--- config.mk ---
export PLATFORM = sky130hd
export DESIGN_NAME = sr_req_conditioner
export DESIGN_NICKNAME = d
export VERILOG_FILES = /design/src/rtl/sr_req_conditioner.sv
export SDC_FILE = /design/constraint.sdc
export NUM_CORES = 1
export LEC_CHECK = 0
export BUFFER_PORTS_ARGS = -buffer_cell sky130_fd_sc_hd__buf_2
export CAP_MARGIN = 15
export CORE_UTILIZATION = 50
export DETAILED_ROUTE_END_ITERATION = 10
export PLACE_DENSITY = 0.74
export SLEW_MARGIN = 20
export SYNTH_ARGS = -nofsm -noshare
export SYNTH_HDL_FRONTEND = slang
export SYNTH_SLANG_ARGS = --single-unit
--- constraint.sdc ---
create_clock -name clk -period 1.34 [get_ports clk]
set_input_delay 0.067 -clock clk [delete_from_list [all_inputs] [get_ports clk]]
set_output_delay 0.067 -clock clk [all_outputs]
set_load 0.01 [all_outputs]
--- src/rtl/sr_req_conditioner.sv ---
// Synchronizes, debounces and arbitrates raw set/clear requests into guarded S/R pulses,
// then confirms each command on q_fb. Define SR_REQ_COND_TOGGLE_EN to add a toggle channel.
module sr_req_conditioner #(
   parameter int SYNC_STAGES     = 2,
   parameter int DEBOUNCE_CYCLES = 4,
   parameter int CONFIRM_TIMEOUT = 8,
   parameter int CLR_PRIORITY    = 1
) (
   input  logic clk,
   input  logic rst_n,
   input  logic set_req_raw,
   input  logic clr_req_raw,
`ifdef SR_REQ_COND_TOGGLE_EN
   input  logic tog_req_raw,
`endif
   input  logic q_fb,
   input  logic err_clr,
   output logic s_out,
   output logic r_out,
   output logic done,
   output logic err,
   output logic busy
);

`ifdef SR_REQ_COND_TOGGLE_EN
   localparam int NCH    = 3;
   localparam int CH_TOG = 2;
`else
   localparam int NCH    = 2;
`endif
   localparam int CH_SET = 0;
   localparam int CH_CLR = 1;
   localparam int CW     = (DEBOUNCE_CYCLES < 2) ? 1 : $clog2(DEBOUNCE_CYCLES);
   localparam int TW     = (CONFIRM_TIMEOUT < 2) ? 1 : $clog2(CONFIRM_TIMEOUT);

   typedef enum logic [1:0] {IDLE, ISSUE, WAIT, ERR} state_t;

   logic [NCH-1:0]         raw;
   logic [SYNC_STAGES-1:0] sync_p0 [NCH];
   logic [NCH-1:0]         sync_q;
   logic [CW-1:0]          deb_cnt [NCH];
   logic [NCH-1:0]         deb_p1;
   logic [NCH-1:0]         deb_p2;
   logic [NCH-1:0]         rise;
   logic [NCH-1:0]         pend;
   logic [NCH-1:0]         svc_drop;
   logic                   svc_go;
   logic                   svc_tgt;
   state_t                 state;
   logic                   tgt;
   logic [TW-1:0]          tmo;

`ifdef SR_REQ_COND_TOGGLE_EN
   assign raw = {tog_req_raw, clr_req_raw, set_req_raw};
`else
   assign raw = {clr_req_raw, set_req_raw};
`endif

   // Stage 0: metastability synchronizers
   always_ff @(posedge clk or negedge rst_n) begin
      if (!rst_n) begin
         for (int ch = 0; ch < NCH; ch++) sync_p0[ch] <= '0;
      end else begin
         for (int ch = 0; ch < NCH; ch++)
            sync_p0[ch] <= {sync_p0[ch][SYNC_STAGES-2:0], raw[ch]};
      end
   end

   always_comb begin
      for (int ch = 0; ch < NCH; ch++) sync_q[ch] = sync_p0[ch][SYNC_STAGES-1];
   end

   // Stage 1: debounce; a level must persist DEBOUNCE_CYCLES edges before it is taken
   always_ff @(posedge clk or negedge rst_n) begin
      if (!rst_n) begin
         deb_p1 <= '0;
         deb_p2 <= '0;
         for (int ch = 0; ch < NCH; ch++) deb_cnt[ch] <= '0;
      end else begin
         deb_p2 <= deb_p1;
         for (int ch = 0; ch < NCH; ch++) begin
            if (sync_q[ch] != deb_p1[ch]) begin
               if (deb_cnt[ch] == CW'(DEBOUNCE_CYCLES - 1)) begin
                  deb_p1[ch]  <= sync_q[ch];
                  deb_cnt[ch] <= '0;
               end else begin
                  deb_cnt[ch] <= deb_cnt[ch] + 1'b1;
               end
            end else begin
               deb_cnt[ch] <= '0;
            end
         end
      end
   end

   // Stage 2: rising edges of the debounced level become pending requests
   assign rise = deb_p1 & ~deb_p2;

   // Arbitration: set/clear dominate, a toggle alongside them is discarded
   always_comb begin
      svc_go   = 1'b0;
      svc_tgt  = 1'b0;
      svc_drop = '0;
      if (pend[CH_SET] && pend[CH_CLR]) begin
         svc_go   = 1'b1;
         svc_tgt  = (CLR_PRIORITY == 0);
         svc_drop = '1;
      end else if (pend[CH_SET] || pend[CH_CLR]) begin
         svc_tgt  = pend[CH_SET];
         svc_go   = (q_fb != pend[CH_SET]);
         svc_drop = '1;
      end
`ifdef SR_REQ_COND_TOGGLE_EN
      else if (pend[CH_TOG]) begin
         svc_go           = 1'b1;
         svc_tgt          = ~q_fb;
         svc_drop[CH_TOG] = 1'b1;
      end
`endif
   end

   // Stage 3: command sequencer with registered pulse and status outputs
   always_ff @(posedge clk or negedge rst_n) begin
      if (!rst_n) begin
         state <= IDLE;
         pend  <= '0;
         tgt   <= 1'b0;
         tmo   <= '0;
         s_out <= 1'b0;
         r_out <= 1'b0;
         done  <= 1'b0;
         err   <= 1'b0;
         busy  <= 1'b0;
      end else begin
         done <= 1'b0;
         if (state == IDLE) pend <= (pend & ~svc_drop) | rise;
         else               pend <= pend | rise;
         case (state)
            IDLE: begin
               if (svc_go) begin
                  tgt   <= svc_tgt;
                  s_out <= svc_tgt;
                  r_out <= ~svc_tgt;
                  busy  <= 1'b1;
                  state <= ISSUE;
               end
            end
            ISSUE: begin
               s_out <= 1'b0;
               r_out <= 1'b0;
               tmo   <= '0;
               state <= WAIT;
            end
            WAIT: begin
               if (q_fb == tgt) begin
                  done  <= 1'b1;
                  busy  <= 1'b0;
                  state <= IDLE;
               end else if (tmo == TW'(CONFIRM_TIMEOUT - 1)) begin
                  err   <= 1'b1;
                  state <= ERR;
               end else begin
                  tmo <= tmo + 1'b1;
               end
            end
            ERR: begin
               if (err_clr) begin
                  err   <= 1'b0;
                  busy  <= 1'b0;
                  state <= IDLE;
               end
            end
            default: state <= IDLE;
         endcase
      end
   end

endmodule

==> run_results.csv <==
group,metric,value,unit
route,drc,0,
route,routed-via-count,829,
setup_path,cp_max_fo,6,
synthesis,synthFlopType,"dfrtp_1",
route,via_per_inst,5.678,
timing,post-route-period-util,0.9770,
power_and_ir_drop,switchingPower,1.046,mW
power_and_ir_drop,power,2.779,mW
synthesis,ys_types,31,
setup_path,startpoint_type,"flop",
global_routing,globalRouteOverflowTotal,0,
synthesis,synthCells,97,
synthesis,syn_nets,107,
synthesis,netlist_area,1079,um^2
synthesis,synth-seq-cells,25,
power_and_ir_drop,p_int,1.733,mW
placement,routabilityCongestion,0.7418,
worst_hold_path,hold_class,"input pin to flop",
power_and_ir_drop,peakVddDrop,0.9316,mV
die,die-area,2347,um^2
global_routing,antenna_found_initial,0,
timing,slew_violations,0,
die,core-area,2002,um^2
setup_path,cp.arrival,1560,ps
worst_hold_path,holdPathEnd,"tgt",
timing,finalWorstSetupSlack,30.84,ps
job,drv_cap,0,
placement,post-place-ws,-101.6,ps
synthesis,yosys_warnings,0,
setup_path,critical-path-max-stage-delay,420,ps
die,num_io_pins,11,
layout,antenna_cells,0,
synthesis,synth_top_cell_by_area,"dfrtp_1",
setup_path,worstPathCellList,"ha_2 > ha_4 > nor4b_2 > a22oi_1 > o21ai_0",
setup_path,crit_slowest_cell,"dfrtp_1",
setup_path,worstRegToRegCells,5,
setup_path,r2r_end,"tmo[0]",
cts,cts.sinks,25,
synthesis,synthTopCellsByArea,"dfrtp_1 (58%), ha_1 (4.6%), nand2_1 (3.1%)",
power_and_ir_drop,comb_power_share,0.429,
route,drtIter0Drc,9,
synthesis,synth_top_area_frac,0.5800,
power_and_ir_drop,leakagePower,0.5991,nW
synthesis,synth_async_sr_flop_share,1.000,
setup_path,rrSetupSlack,30,ps
cts,cts_tree,"yes",
die,fp.dieW,48.45,um
setup_path,crit_type,"flop to flop",
timing,final.setup_skew,3.702,ps
worst_hold_path,hp-start,"q_fb",
global_routing,grt_pass1_vias,833,
setup_path,crit_required,1590,ps
route,postRouteAntennaNets,0,
setup_path,cp-end-kind,"flop",
global_routing,grt_max_degree,26,
layout,fin_area,1321,um^2
die,rows,16,
cts,clock_path_buffers,2,
power_and_ir_drop,swShare,0.3763,
placement,portBuffers,10,
die,start_util,0.5387,
layout,layout-drive-gt1-share,0.2521,
cts,clockRootBuffer,"clkbuf_4",
timing,final_hold_viol_count,0,
worst_hold_path,min_path_cells,2,
cts,clk_pin_slew,130,ps
synthesis,synthTopCellsByCount,"dfrtp_1 (25), nand2_1 (9), inv_1 (6)",
route,wl,2072,um
timing,slew_headroom,0.6333,
route,wl_per_cell,14.19,um
setup_path,regToRegStartpoint,"tmo[1]",
layout,nets,130,
power_and_ir_drop,power_frac_seq,0.451,
layout,syn_to_final_growth,22.51,%
cts,worstSkewPairLatency,320,ps
timing,tightestPinTransition,550.0,ps
die,die_h,48.45,um
timing,setup_violations,0,
synthesis,yosysMostFrequentCell,"dfrtp_1",
global_routing,track_usage,0.1928,
timing,max_freq,763.9,MHz
route,first_pass_iters,4,
synthesis,syn_area_per_cell,11.12,um^2
placement,dp_hpwl,1279,um
synthesis,ys_seq_area_frac,0.5800,
power_and_ir_drop,power.density,2103,nW/um^2
synthesis,synth_edf_count,0,
status,outcome,"complete, no violations",
power_and_ir_drop,clockPowerShare,0.121,
cts,cts_buffers,3,
global_routing,grt_pass1_wl,3367,um
placement,place_area,1197,um^2
timing,period_needed,1309,ps
timing,rsz0062_at_grt,"yes",
cts,h-tree-depth,1,
==> power groups by stage <==
| stage | Combinational [mW] | Sequential (mW) | Clock (mW) |
|---|---|---|---|
| finish | 1.19 | 1.25 | 0.335 |
| global route | 1.33 | 1.28 | 0.371 |
| CTS | 1.11 | 1.24 | 0.346 |
| floorplan | 0.743 | 1.21 | 0 |
| global placement | 1.04 | 1.22 | 0 |
| detailed placement | 1.08 | 1.24 | 0 |
==> area by class of cell <==
| type | instances | area, um^2 |
|---|---|---|
| Multi-Input combinational cell | 61 | 454.2 |
| Fill cell | 148 | 680.7 |
| Clock inverter | 1 | 5.005 |
| Timing Repair Buffer | 23 | 157.7 |
| Tap cell | 27 | 33.78 |
| Inverter | 6 | 22.52 |
| Clock buffer | 3 | 22.52 |
| Sequential cell | 25 | 625.6 |
==> how the worst max path moves through the flow <==
stage               startpoint  endpoint  slack, ps  cells past startpoint
floorplan               tmo[0]    tmo[2]         40                      4
CTS                     tmo[1]    tmo[1]         20                      5
detailed placement      tmo[1]    tmo[1]       -100                      4
global placement        tmo[0]    tmo[0]       -0.1                      4
global route            tmo[0]    tmo[0]        -40                      5
finish                  tmo[1]    tmo[0]         30                      5
==> critical path: cells and delay by family, from the launching register on <==
family / cells / cell delay, ps
adders and majority gates: 2 / 380
AOI/OAI and AO/OA: 2 / 190
and+or+nand+nor: 1 / 260
DFF: 1 / 420
==> flip-flops by register name, summed over array words and instances (netlist names) <==
signal and count:
sync_p0 4, r_out 1, state 2, tmo 3
tgt 1, s_out 1, pend 2, deb_p2 2
busy 1, err 1, deb_cnt 4, done 1
deb_p1 2
==> layout by cell type, fill, tap and decap left out, drive strengths merged, types with 2 or more instances in the layout <==
cell type	synthesis	final
nand2	9	9
nor3b	2	2
a22oi	2	2
ha	4	4
nor2	5	5
a31oi	4	4
dlygate4sd3	0	4
nor3	4	4
xnor2	3	3
dfrtp	25	25
clkbuf	1	3
nor2b	3	3
inv	6	6
buf	4	19
o21ai	5	5
o22ai	2	2
a21oi	3	3
==> cell families (layout without fill, tap and decap cells) <==
kind of cell | count (synthesis) | in the layout | share of synthesized area
AO/OA/AOI/OAI | 25 | 25 | 0.1531
XOR/XNOR | 4 | 4 | 0.03945
adder cells (fa/ha/maj) | 4 | 4 | 0.04641
buffers and inverters | 11 | 33 | 0.04408
flip-flops | 25 | 25 | 0.5800
multiplexers | 1 | 1 | 0.009281
AND/OR/NAND/NOR | 27 | 27 | 0.1276
==> stage by stage <==
stage               TNS [ps]  cells  utilization  hold slack (ps)
floorplan                  0     97            -           -228.6
global placement    -0.09881    137       0.5981            74.71
detailed placement    -276.7    137       0.5981            84.40
CTS                        0    145       0.6450            38.29
global route          -84.87    146       0.6600            53.94
finish                     0    146       0.6600            58.90
==> routing by layer <==
metal,vias to the layer above,GRT usage,share of wire
li1,386,-,-
met1,419,0.2008,0.42
met2,18,0.3592,0.53
met3,6,0.03145,0.027
met4,0,0.1176,0.025
met5,-,0,0
==> repair_timing <==
action                                 in CTS  in global routing
gates resized for setup                     5                  4
buffers inserted                            0                  1
endpoints found under the hold margin      28                  0
hold buffers                                4                  0
gates cloned                                0                  0
setup endpoints to repair                   3                  2
pin swaps                                   1                  2
Power figures use the tool's default switching activity.
